==> src/rtl/control_unit.sv <==
// Multi-cycle sequencer: fetches 16-bit instructions, drives the register file and ALU select,
// and resolves jumps from the ALU compare flag. Define CU_HALT_EN to make 0xFFFF a halt.
module control_unit #(
    parameter int unsigned PC_W = 8
) (
    input  logic            clk,
    input  logic            rst_n,
    output logic            imem_req,
    output logic [PC_W-1:0] imem_addr,
    input  logic            imem_ack,
    input  logic [15:0]     imem_data,
    output logic [3:0]      rf_raddr_a,
    output logic [3:0]      rf_raddr_b,
    output logic [3:0]      rf_waddr,
    output logic            rf_we,
    output logic            b_imm_sel,
    output logic [7:0]      imm,
    output logic [3:0]      alu_sel,
    input  logic            alu_cmp,
    output logic [PC_W-1:0] pc,
    output logic            halted
);

    localparam logic [3:0] OP_LDI = 4'hE;
    localparam logic [3:0] OP_JMP = 4'hF;

    typedef enum logic [2:0] {
        S_IDLE,
        S_FETCH,
        S_DECODE,
        S_EXECUTE
`ifdef CU_HALT_EN
        , S_HALT
`endif
    } state_t;

    state_t          state;
    logic [15:0]     ir;
    logic [15:0]     dec_word;
    logic [3:0]      dec_op;
    logic [3:0]      dec_alu_sel;
    logic [3:0]      dec_ra;
    logic            dec_bimm;
    logic [3:0]      ir_op;
    logic            ir_write;
    logic            ir_cond;
    logic [PC_W-1:0] pc_next;

    assign imem_addr = pc;

    // Decode the word being latched while fetching, and the held IR afterwards
    assign dec_word = (state == S_FETCH) ? imem_data : ir;
    assign dec_op   = dec_word[15:12];

    always_comb begin
        dec_alu_sel = dec_op;
        dec_ra      = dec_word[7:4];
        dec_bimm    = 1'b0;
        if (dec_op inside {[4'hA:4'hD]}) begin
            dec_ra = dec_word[11:8];
        end else if (dec_op == OP_LDI) begin
            dec_alu_sel = 4'h0;
            dec_bimm    = 1'b1;
        end
    end

    assign ir_op    = ir[15:12];
    assign ir_write = (ir_op <= 4'h9) || (ir_op == OP_LDI);
    assign ir_cond  = ir_op inside {[4'hA:4'hD]};

    always_comb begin
        pc_next = pc + PC_W'(1);
        if ((ir_op == OP_JMP) || (ir_cond && alu_cmp)) begin
            pc_next = PC_W'(ir[7:0]);
        end
    end

    always_ff @(posedge clk or negedge rst_n) begin
        if (!rst_n) begin
            state      <= S_IDLE;
            pc         <= '0;
            ir         <= '0;
            imem_req   <= 1'b0;
            rf_raddr_a <= '0;
            rf_raddr_b <= '0;
            rf_waddr   <= '0;
            rf_we      <= 1'b0;
            b_imm_sel  <= 1'b0;
            imm        <= '0;
            alu_sel    <= '0;
`ifdef CU_HALT_EN
            halted     <= 1'b0;
`endif
        end else begin
            case (state)
                S_IDLE: begin
                    imem_req <= 1'b1;
                    state    <= S_FETCH;
                end
                S_FETCH: begin
                    if (imem_ack) begin
                        ir         <= imem_data;
                        imem_req   <= 1'b0;
                        rf_raddr_a <= dec_ra;
                        rf_raddr_b <= dec_word[3:0];
                        rf_waddr   <= dec_word[11:8];
                        imm        <= dec_word[7:0];
                        alu_sel    <= dec_alu_sel;
                        b_imm_sel  <= dec_bimm;
                        state      <= S_DECODE;
                    end
                end
                S_DECODE: begin
                    rf_raddr_a <= dec_ra;
                    rf_raddr_b <= dec_word[3:0];
                    rf_waddr   <= dec_word[11:8];
                    imm        <= dec_word[7:0];
                    alu_sel    <= dec_alu_sel;
                    b_imm_sel  <= dec_bimm;
                    rf_we      <= ir_write;
                    state      <= S_EXECUTE;
                end
                S_EXECUTE: begin
                    rf_we     <= 1'b0;
                    alu_sel   <= '0;
                    b_imm_sel <= 1'b0;
`ifdef CU_HALT_EN
                    if (ir == 16'hFFFF) begin
                        halted <= 1'b1;
                        state  <= S_HALT;
                    end else begin
                        pc       <= pc_next;
                        imem_req <= 1'b1;
                        state    <= S_FETCH;
                    end
`else
                    pc       <= pc_next;
                    imem_req <= 1'b1;
                    state    <= S_FETCH;
`endif
                end
`ifdef CU_HALT_EN
                S_HALT: begin
                    state <= S_HALT;
                end
`endif
                default: begin
                    state <= S_IDLE;
                end
            endcase
        end
    end

`ifndef CU_HALT_EN
    assign halted = 1'b0;
`endif

endmodule
==> config.mk <==
export PLATFORM = sky130hd
export DESIGN_NAME = control_unit
export DESIGN_NICKNAME = d
export VERILOG_FILES = /design/src/rtl/control_unit.sv
export SDC_FILE = /design/constraint.sdc
export NUM_CORES = 1
export LEC_CHECK = 0
export BUFFER_PORTS_ARGS = -buffer_cell sky130_fd_sc_hd__buf_2
export CORE_MARGIN = 4
export CORE_UTILIZATION = 48
export DETAILED_ROUTE_END_ITERATION = 10
export HOLD_SLACK_MARGIN = 0.15
export PLACE_DENSITY = 0.76
export SLEW_MARGIN = 10
export SYNTH_ARGS = -nofsm -noshare
export SYNTH_HDL_FRONTEND = slang
export SYNTH_SLANG_ARGS = --single-unit
==> constraint.sdc <==
create_clock -name clk -period 1.7 [get_ports clk]
set_input_delay 0.085 -clock clk [delete_from_list [all_inputs] [get_ports clk]]
set_output_delay 0.085 -clock clk [all_outputs]
set_load 0.02 [all_outputs]
Yosys cells after proc, flatten, opt, wreduce, memory -nomap -nowiden
Index checks and enable logic that the tools add are counted.

operators by class
  shifts and indexed selects = 0
  $mul = 0
  magnitude comparators = 5
  bitwise gates (word level) = 0
  add/subtract/negate cells = 1
  reductions and logical operators = 15
  eq/ne operators = 7
  divide/modulo/power cells = 0
  mux-type cells = 24

operators with widths
  cell                                                              number
  4-bit two-way mux                                                 7
  4-bit one-hot mux with 2 select lines                             3
  16-bit two-way mux                                                1
  8-bit two-way mux                                                 2
  8-bit one-hot mux with 2 select lines                             1
  4-bit == test (second input constant)                             3
  4-bit <= comparator (second input constant)                       3
  4-bit one-hot mux with 3 select lines                             1
  3-bit one-hot mux with 3 select lines                             1
  8-bit by 1-bit adder with 8-bit output (second input constant)    1
  4-bit >= comparator (second input constant)                       2
  2-bit AND reduction                                               4
  3-bit by 2-bit == test with 1-bit output (second input constant)  2
  2-bit nonzero test                                                3
  1-bit two-way mux                                                 4
  1-bit one-hot mux with 2 select lines                             2
  3-bit by 1-bit == test with 1-bit output (second input constant)  1
  1-bit logical AND                                                 3
  3-bit zero test                                                   1
  3-bit two-way mux                                                 1
  1-bit one-hot mux with 3 select lines                             1
  3-bit nonzero test                                                1
  1-bit logical OR                                                  2
  2-bit != test (second input constant)                             1
  2-bit OR reduction                                                1

storage, ports and cells
  bits in registers = 54
  ROM bits = 0
  word-level logic and storage cells = 63
  latch bits = 0
  input port bits = 20
  bits in writable memories = 0
  memories = 0

Longest topological paths before layout
  word-level depth = 7
  gate-level depth with buffers = 8
  mapped depth without buffers = 6

Worst setup path before layout
Ideal clock, no wire load.

  path kind = reg-to-reg
  from = register state[1]
  to = register rf_raddr_a[0]
  cell stages (with the launch flop) = 8
  required time = 1.579 ns
  arrival = 1.619 ns
  setup slack = -0.040 ns
  setup time = 0.121 ns
  path buffers = 1
  cells stage by stage = dfrtp_1 > inv_1 > ha_1 > buf_2 > mux2i_2 > xor2_1 > a31oi_1 > a22o_1

between the ends
  word-level cells in the longest chain between the ends = 7

RTL lines
  element                                                            RTL line  RTL
  from (decl)                                                        37        state_t state;
  from (signal assigned)                                             80        state <= S_IDLE;
  from (signal assigned)                                             98        state <= S_FETCH;
  from (signal assigned)                                             110       state <= S_DECODE;
  3-bit by 1-bit == test with 1-bit output                           52, 95
  16-bit two-way mux                                                 52        assign dec_word = (state == S_FETCH) ? imem_data : ir;
  4-bit >= comparator / 4-bit <= comparator (equally long branches)  59        if (dec_op inside {[4'hA:4'hD]}) begin
  1-bit logical AND                                                  59
  4-bit two-way mux                                                  59
  4-bit two-way mux                                                  101       if (imem_ack) begin
  4-bit one-hot mux with 2 select lines                              95        case (state)
  to (signal assigned)                                               104       rf_raddr_a <= dec_ra;
  to (signal assigned)                                               114       rf_raddr_a <= dec_ra;
  to (decl)                                                          12        output logic [3:0] rf_raddr_a,

Several ways; a longest one is shown, not always the timed one. The select of a mux whose other input is x is not followed.
A chain may end at the register's enable or synchronous reset.

Worst setup path after layout
Ends and elaborated chain as after synthesis.

==> impl_metrics.xml <==
<?xml version="1.0" encoding="UTF-8"?>
<metrics>
  <group name="routing">
    <metric name="drcViolationCount" unit="">0</metric>
    <metric name="detail-route-antenna-nets" unit="">0</metric>
    <metric name="detailroute.via_count" unit="">2153</metric>
    <metric name="route.detailed.wl_per_inst" unit="um">16.5</metric>
    <metric name="detail_route.vias_per_cell" unit="">5.37</metric>
    <metric name="detail_route.first_pass.iterations" unit="">4</metric>
    <metric name="initialDrtViolationCount" unit="">148</metric>
    <metric name="detail_route.wirelength" unit="mm">6.61</metric>
  </group>
  <group name="floorplanning">
    <metric name="fp.dieArea" unit="um2">6540</metric>
    <metric name="num_rows" unit="">26</metric>
    <metric name="design.core.area" unit="um2">5140</metric>
    <metric name="initial_core_utilization" unit="">0.496</metric>
    <metric name="floorplan.io_pins" unit="">64</metric>
    <metric name="die_width" unit="um">80.9</metric>
    <metric name="die_height" unit="um">80.9</metric>
  </group>
  <group name="cts">
    <metric name="ctsLongestPathBuffers" unit="">2</metric>
    <metric name="cts_root_buffer" unit="">clkbuf_8</metric>
    <metric name="tritoncts.num_buffers" unit="">5</metric>
    <metric name="tritoncts" unit="">done</metric>
    <metric name="clock_sink_count" unit="">49</metric>
    <metric name="clk_pin_slew" unit="ns">0.09</metric>
    <metric name="clk-insertion-delay-late" unit="ns">0.30</metric>
    <metric name="ctsHtreeMaxLevel" unit="">2</metric>
  </group>
  <group name="place">
    <metric name="numPortBuffers" unit="">62</metric>
    <metric name="dp_hpwl" unit="mm">4.28</metric>
    <metric name="weighted_congestion_reported_at_the_end_of_routability_driven_placement" unit="">0.811</metric>
    <metric name="dpl-instance-area" unit="um2">3000</metric>
  </group>
  <group name="timing">
    <metric name="grt_setup_unrepaired" unit="">true</metric>
    <metric name="timing_max_transition_violations_final" unit="">0</metric>
    <metric name="slew_headroom" unit="">0.628</metric>
    <metric name="final_hold_viol_count" unit="">0</metric>
    <metric name="setup-tns-final" unit="ns">-0.0554</metric>
    <metric name="finalWorstSetupSlack" unit="ns">-0.0336</metric>
    <metric name="clock_skew" unit="ns">0.00619</metric>
    <metric name="min_period" unit="ns">1.73</metric>
    <metric name="max_freq" unit="MHz">577</metric>
    <metric name="final_number_of_setup_violating_endpoints" unit="">3</metric>
    <metric name="final_min_period_over_clock_period" unit="">1.02</metric>
    <metric name="timing.hold.ws" unit="ns">0.298</metric>
    <metric name="worstMarginPinSlew" unit="ns">0.559</metric>
  </group>
  <group name="grt">
    <metric name="grt_antenna_before_repair" unit="">0</metric>
    <metric name="maximum_number_of_pins_on_one_net_before_global_route_repair" unit="">26</metric>
    <metric name="track_usage" unit="">0.205</metric>
    <metric name="grt_pass1_wl" unit="mm">10.4</metric>
    <metric name="first_global_vias" unit="">2132</metric>
    <metric name="grt-ovfl-total" unit="">0</metric>
  </group>
  <group name="finish">
    <metric name="final_net_count" unit="">356</metric>
    <metric name="fillers" unit="">367</metric>
    <metric name="fin_area" unit="um2">3620</metric>
    <metric name="syn2layout_area_growth" unit="%">42.3</metric>
    <metric name="layout-drive-gt1-share" unit="">0.459</metric>
    <metric name="antenna_cells" unit="">0</metric>
  </group>
  <group name="logic_synthesis">
    <metric name="ys_warn_count" unit="">0</metric>
    <metric name="avgSynthCellArea" unit="um2">11.0</metric>
    <metric name="postSynthRegisterBits" unit="">49</metric>
    <metric name="sequential_share_of_the_synthesized_area" unit="">0.481</metric>
    <metric name="asyncSetResetFlopFracSynth" unit="">1.00</metric>
    <metric name="yosysMostFrequentCell" unit="">dfrtp_1</metric>
    <metric name="synthCells" unit="">232</metric>
    <metric name="synth_edf_count" unit="">0</metric>
    <metric name="yosys.area.top_type" unit="">dfrtp_1</metric>
    <metric name="synth_ff_type" unit="">dfrtp_1</metric>
    <metric name="yosys-top-cells-area" unit="">dfrtp_1, mux2_2, mux2i_1</metric>
    <metric name="netlist.area_leader.share" unit="">0.481</metric>
    <metric name="synthesis.area" unit="um2">2550</metric>
    <metric name="syn_nets" unit="">258</metric>
    <metric name="netlist_top_cells_count" unit="">dfrtp_1, mux2i_1, mux2_2</metric>
    <metric name="synth_cell_types" unit="">43</metric>
  </group>
  <group name="status">
    <metric name="violations_in_the_final_reports" unit="">negative setup slack</metric>
    <metric name="run_status" unit="">finished, violations left</metric>
  </group>
  <group name="setup_path">
    <metric name="reg2reg_slack" unit="ns">-0.03</metric>
    <metric name="timing.rr.start" unit="">state[1]</metric>
    <metric name="critical_path_arrival" unit="ns">1.93</metric>
    <metric name="critical_path.reg2reg.endpoint" unit="">rf_raddr_a[0]</metric>
    <metric name="worstPathMaxFanout" unit="">6</metric>
    <metric name="worst_setup_path_end_kind" unit="">flip-flop</metric>
    <metric name="worst-endpoint-required" unit="ns">1.89</metric>
    <metric name="timing_worst_setup_path_type" unit="">flip-flop to flip-flop</metric>
    <metric name="r2r.worst_path.cells" unit="">7</metric>
    <metric name="crit_path_start_kind" unit="">flip-flop</metric>
  </group>
  <group name="power">
    <metric name="pwr_density_cell" unit="nW/um2">2310</metric>
    <metric name="static-leakage-power" unit="nW">1.68</metric>
    <metric name="ir_worst_vdd" unit="V">0.00136</metric>
  </group>
  <group name="run">
    <metric name="cap_viol_max_count" unit="">0</metric>
  </group>
  <group name="min_path">
    <metric name="hold_class" unit="">input pin to asynchronous set/reset pin</metric>
  </group>
</metrics>
## sequential cells by signal, indices dropped and copies added, names as in the netlist
register / flops
rf_raddr_b: 3
imem_req: 1
rf_raddr_a: 4
state: 2
ir: 16
alu_sel: 4
rf_we: 1
imm: 5
b_imm_sel: 1
rf_waddr: 4
imem_addr: 8
## cells in the final DEF, fill, tap and decap left out, types with 2 or more instances in the layout
cell	netlist	layout
ha_2	0	2
mux2_2	18	17
buf_2	8	63
buf_12	0	4
o41ai_4	0	2
dlygate4sd3_1	0	18
mux2i_1	19	17
mux2i_4	0	4
or4b_1	2	2
a22o_1	5	5
dfrtp_1	49	48
nor2_1	15	12
ha_1	6	2
a22oi_1	2	2
o211ai_1	3	3
ha_4	0	2
nand3_1	3	3
clkbuf_8	0	5
nor2b_4	0	2
and3_1	2	2
a21oi_2	1	2
a31oi_1	7	6
nor2b_1	6	4
o21ai_0	12	12
buf_4	13	23
buf_6	1	7
inv_1	7	6
a21oi_1	12	11
nand2_1	15	15
nor2_2	0	2
## cell type report
cell class / count / area [um2] / share of cell area
multi-input cells: 152 / 1350 / 0.371
flip-flops and latches: 49 / 1230 / 0.339
repair buffers: 115 / 827 / 0.228
well taps: 70 / 87.6 / 0.0242
clock buffers: 6 / 72.6 / 0.0200
clock inverters: 2 / 38.8 / 0.0107
inverters: 7 / 26.3 / 0.00725
## stage by stage
step                      utilization  std cells  setup slack (ns)  total power [W]
final                           0.705        401           -0.0336          0.00836
after global routing            0.705        401            -0.125          0.00892
after CTS                       0.677        397          0.000810          0.00785
after detailed placement        0.583        362            -0.139          0.00638
after global placement          0.583        362           -0.0560          0.00623
after floorplan                     -        232           0.00388          0.00513
## layer usage
layer / track usage / up-vias / part of all wire
met5: 0 / - / 0
met4: 0.0456 / 0 / 0.013
met3: 0.0432 / 9 / 0.058
met2: 0.328 / 70 / 0.48
met1: 0.287 / 1059 / 0.45
li1: - / 1015 / -
## worst max-delay path by stage
stage	start	endpoint	slack (ns)	cells after the start
2_1_floorplan	state[1]	rf_raddr_a[1]	0.004	7
3_3_place_gp	state[0]	alu_sel[3]	-0.06	6
3_5_place_dp	state[1]	alu_sel[3]	-0.14	7
4_1_cts	state[0]	rf_raddr_a[2]	0.0008	7
5_1_grt	state[1]	rf_raddr_a[1]	-0.12	7
6_report	state[1]	rf_raddr_a[0]	-0.03	7
## power by group
part | internal (W) | switching (W)
Clock | 0.000442 | 0.000403
Combinational | 0.00256 | 0.00274
Sequential | 0.00174 | 0.000479
Total | 0.00474 | 0.00362
## logic make-up (layout without fill, tap and decap cells)
| kind of cell | Yosys count | in the layout | synth area share |
|---|---|---|---|
| flops | 49 | 49 | 0.481 |
| buf+inv | 31 | 130 | 0.0717 |
| simple gates | 51 | 51 | 0.0982 |
| mux | 39 | 39 | 0.165 |
| compound gates | 52 | 52 | 0.139 |
| other cells | 1 | 1 | 0.00147 |
| xor+xnor | 3 | 3 | 0.0133 |
| fa+ha+maj | 6 | 6 | 0.0295 |
## timing repair
action	CTS	global route
setup buffers	8	4
gates cloned	1	0
setup endpoints to repair	20	23
hold endpoints to repair	45	0
hold buffers	18	0
pin swaps	3	10
gates resized for setup	21	21
## worst max-delay path, cell delays in order, from the launching register on
cell and delay, ns:
dfrtp_1 0.41, inv_2 0.12, ha_4 0.18, buf_6 0.12, buf_4 0.13, mux2i_1 0.28
o21ai_0 0.16, a22o_1 0.22
No activity file was read; power rests on OpenSTA's default activity.
